**src/rtl/hilo_acc.sv**
```systemverilog
// hilo_acc: HI/LO special registers with joint/partial writes and two-cycle multiply-accumulate/subtract.
module hilo_acc #(
    parameter int WIDTH = 32
) (
    input  logic               clk,
    input  logic               rst,
    input  logic               valid_i,
    input  logic [2:0]         op_i,
    input  logic [WIDTH-1:0]   hi_i,
    input  logic [WIDTH-1:0]   lo_i,
    input  logic [2*WIDTH-1:0] prod_i,
    output logic               ready_o,
    output logic [WIDTH-1:0]   hi_o,
    output logic [WIDTH-1:0]   lo_o,
    output logic               acc_done_o
);
    typedef enum logic {IDLE, ACC} state_t;
    state_t             state, state_n;
    logic [2*WIDTH-1:0] opnd, acc;
    logic               sub, accept, is_acc;
    always_comb begin
        ready_o = state == IDLE;
        accept  = valid_i && ready_o;
        is_acc  = op_i[2:1] == 2'b10;
        state_n = (state == IDLE && accept && is_acc) ? ACC : IDLE;
        acc     = sub ? {hi_o, lo_o} - opnd : {hi_o, lo_o} + opnd;
    end
    always_ff @(posedge clk or posedge rst)
        if (rst) state <= IDLE;
        else     state <= state_n;
    // Bits 0/1 of WHI/WLO/WBOTH select which half is written.
    always_ff @(posedge clk or posedge rst)
        if (rst) begin
            hi_o       <= '0;
            lo_o       <= '0;
            opnd       <= '0;
            sub        <= 1'b0;
            acc_done_o <= 1'b0;
        end else begin
            acc_done_o <= state == ACC;
            if (state == ACC) begin
                {hi_o, lo_o} <= acc;
            end else if (accept) begin
                if (!op_i[2] && op_i[0]) hi_o <= hi_i;
                if (!op_i[2] && op_i[1]) lo_o <= lo_i;
                if (is_acc) begin
                    opnd <= prod_i;
                    sub  <= op_i[0];
                end
            end
        end
endmodule

```
**config.mk**
```make
export PLATFORM = sky130hd
export DESIGN_NAME = hilo_acc
export DESIGN_NICKNAME = d
export VERILOG_FILES = /design/src/rtl/hilo_acc.sv
export SDC_FILE = /design/constraint.sdc
export NUM_CORES = 1
export LEC_CHECK = 0
export BUFFER_PORTS_ARGS = -buffer_cell sky130_fd_sc_hd__buf_4
export CAP_MARGIN = 5
export CORE_MARGIN = 2
export CORE_UTILIZATION = 53
export CTS_BUF_LIST = sky130_fd_sc_hd__clkbuf_4 sky130_fd_sc_hd__clkbuf_8
export DETAILED_ROUTE_END_ITERATION = 8
export PLACE_DENSITY = 0.86
export SLEW_MARGIN = 10
export SYNTH_ARGS = -nofsm -noshare
export SYNTH_HDL_FRONTEND = slang
export SYNTH_SLANG_ARGS = --single-unit
```
**constraint.sdc**
```tcl
create_clock -name clk -period 4.85 [get_ports clk]
set_input_delay 0.2425 -clock clk [delete_from_list [all_inputs] [get_ports clk]]
set_output_delay 0.2425 -clock clk [all_outputs]
set_load 0.01 [all_outputs]
```
==> results.toml <==
[outcome]
status = "finished with violations"
violations = "hold timing"

[grt]
grt_max_degree = 111
grt_pass1_wl_mm = 53.0
grt_usage = 0.310
grt-ovfl-total = 0
first_global_vias = 10175
grt_antenna_before_repair = 0

[worst_setup_path]
cp_max_fo = 5
critPathCapture = "hi_o[30]$_DFFE_PP0P_"
timing.critical_path.buf_inv = 2
start_kind = "flip-flop"
worstPathCellList = "nor3_4, nand2_2, or3_4, or4_4, nor3_4, nor3b_4, buf_4, a21oi_1, xnor2_1, ha_1, nand2_2, and3b_1, a211o_1, a21oi_2, buf_6, a2111o_1, nand3_2, o21ai_2, nand3b_1, o221a_2"
r2r_end = "hi_o[30]$_DFFE_PP0P_"
max_stage_delay_ns = 0.55
critPathRequiredTime_ns = 5.22
critPathLaunch = "opnd[20]$_DFFE_PP0P_"
path_class = "reg -> reg"
cpLargestDelayFamily = "simple AND/OR/NAND/NOR gates"
critical_path_depth = 20
r2r_start = "opnd[20]$_DFFE_PP0P_"
rrSetupSlack_ns = 0.02
critical-path-slowest-cell = "or4_4"
crit_arrival_ns = 5.19
cp-end-kind = "flip-flop"
r2r_cells = 20

[logic_synthesis]
synth_common_cells = "nand2_1, dfrtp_1, a21oi_1, o21ai_0, xnor2_1"
yosysTopAreaCell = "dfrtp_1"
synth_most_common_cell = "nand2_1"
synth.distinct_cells = 74
avgSynthCellArea_um2 = 8.62
synth-edff-count = 0
synthTopCellsByArea = "dfrtp_1, ha_1, xnor2_1, mux2_2, a21oi_1"
synth_warnings = 0
synthesis.nets = 1422
ys.flop_type = "dfrtp_1"
ys_async_sr_fraction = 1.00
synth_cells = 1223
ys_seq_area_frac = 0.311
netlist.area_leader.share = 0.311
ys_ff_latch = 131
netlist_area_um2 = 10500

[pwr]
p_seq_frac = 0.199
p_leak_nw = 6.29
switching_share = 0.491
power.total_mw = 9.79
clkPwrFrac = 0.106
vdd_ir_drop_max_v = 0.000374
comb_power_share = 0.695
p_int_mw = 4.99
powerDensity_nw_per_um2 = 715
p_switching_mw = 4.81

[min_path]
hp-class = "in -> async"

[place]
globalplace.congestion = 1.00
numPortBuffers = 199
dp_cells = 1657
hpwl_mm = 23.9
pre_cts_slack_ns = -0.0533

[cts]
clockBufferDepth = 2
clk_latency_ns = 0.47
cts_root_buffer = "clkbuf_8"
cts_max_level = 4
cts_num_sinks = 131
clk_pin_slew_ns = 0.09
cts-buffers-inserted = 17
cts_tree = "built"

[floorplanning]
dieHeight_um = 145
die_w_um = 145
ios = 200
dieArea_um2 = 21000
core_um2 = 19500
row_count = 51
initial_core_util = 0.540

[timing]
holdWs_ns = -0.0255
period_minus_slack_ns = 4.83
worst_slack_ns = 0.0210
setup_tns_ns = 0
hold_viol_final = 9
worstMarginPinSlew_ns = 1.04
fin_crit_sh = 0.996
setup_violations = 0
drv_slew = 0
max_clock_freq_mhz = 207
rsz0062_at_grt = "true"
skew_ns = 0.0192
relSlewSlack = 0.308

[cells_and_area]
drive_gt1_frac = 0.289
stdcell_count = 1748
synthToLayoutAreaGrowth_pct = 29.9
final_nets = 1669
antenna_cells = 0
n_fill_cell = 1502
multi_input_area_um2 = 7260
register_area_um2 = 3290

[job]
timing.max_cap.violations = 0

[drt]
num_vias = 10517
drt_iter0_drc = 891
avgRoutedWirePerCell_um = 19.5
antenna_left = 0
via_per_inst = 6.02
wirelength_mm = 34.1
first_pass_iters = 5
drc = 0
-- area by class of cell --
cell class                 count  share of cell area
multi-input combinational   1000               0.530
sequential                   131               0.240
timing repair buffer         289               0.167
tap                          265              0.0242
clock buffer                  20              0.0196
clock inverter                12              0.0113
inverter                      31             0.00867
-- logic make-up after synthesis --
family | Yosys count | synth area share
compound gates | 333 | 0.190
xor+xnor | 115 | 0.0955
fa+ha+maj | 65 | 0.0778
buf+inv | 92 | 0.0337
flops | 131 | 0.311
mux | 124 | 0.126
simple gates | 363 | 0.167
-- flip-flops by register name, indices dropped and copies added (netlist names) --
name	count
acc_done_o	1
lo_o	32
sub	1
state	1
hi_o	32
opnd	64
-- per-layer routing --
| metal | part of all wire | GRT usage | vias up | routed length [um] |
|---|---|---|---|---|
| li1 | - | - | 4903 | - |
| met1 | 0.41 | 0.403 | 5037 | 13900 |
| met2 | 0.49 | 0.529 | 495 | 16600 |
| met3 | 0.072 | 0.0535 | 82 | 2460 |
| met4 | 0.030 | 0.0946 | 0 | 1040 |
| met5 | 0 | 0 | - | 0 |
-- stage by stage --
step / hold slack (ns) / util / area [um2]
floorplan: 0.359 / - / 10500
finish: -0.0255 / 0.702 / 13700
detailed placement: 0.455 / 0.635 / 12400
global route: 0.00599 / 0.702 / 13700
global placement: 0.450 / 0.635 / 12400
CTS: 0.000456 / 0.679 / 13300
-- placed cells by master (no fill, tap or decap), types with 7 or more instances in the layout --
cell type	count
xor2_1	25
nor2_1	75
a21o_1	29
clkbuf_8	19
nand2_1	127
nand4_1	13
nor2b_1	7
inv_1	29
and3_1	15
dlygate4sd3_1	44
o31ai_1	7
nor3_1	28
nor4_1	7
o21a_1	7
nand2_2	7
nand3_1	17
buf_4	244
a31oi_1	12
xnor2_1	88
dfrtp_1	127
nand2b_1	7
ha_1	60
o21ai_1	8
mux2_2	66
a21oi_1	96
a21oi_2	21
mux2i_1	58
and2_1	10
o21ai_0	84
o21bai_1	12
-- worst min path at each step --
stage,from,end,slack (ns),cells past startpoint
detailed placement,prod_i[0],opnd[0]$_DFFE_PP0P_,0.45,3
floorplan,prod_i[0],opnd[0]$_DFFE_PP0P_,0.36,2
finish,rst,state$_DFF_PP0_,-0.03,3
CTS,rst,state$_DFF_PP0_,0.0005,3
global route,prod_i[32],opnd[32]$_DFFE_PP0P_,0.006,2
global placement,prod_i[7],opnd[7]$_DFFE_PP0P_,0.45,3
-- worst min-delay path, delay by kind of cell --
family,cells,cell delay [ns]
buffers and inverters,3,0.70
-- power by group through the flow --
| stage | Sequential (mW) | Combinational, mW | Clock [mW] |
|---|---|---|---|
| 3_5_place_dp | 1.94 | 6.16 | 0 |
| 6_report | 1.95 | 6.81 | 1.04 |
| 2_1_floorplan | 1.91 | 4.26 | 0 |
| 3_3_place_gp | 1.93 | 6.08 | 0 |
| 4_1_cts | 1.92 | 6.23 | 1.04 |
| 5_1_grt | 1.99 | 7.37 | 1.09 |
-- repair_timing --
| action | CTS | global route |
|---|---|---|
| hold endpoints to repair | 44 | 0 |
| setup endpoints to repair | 3 | 26 |
| gates cloned | 0 | 0 |
| gates resized for setup | 1 | 86 |
| pin swaps | 0 | 46 |
| hold buffers | 44 | 0 |
| buffers inserted | 1 | 14 |
Power figures use the tool's default switching activity.
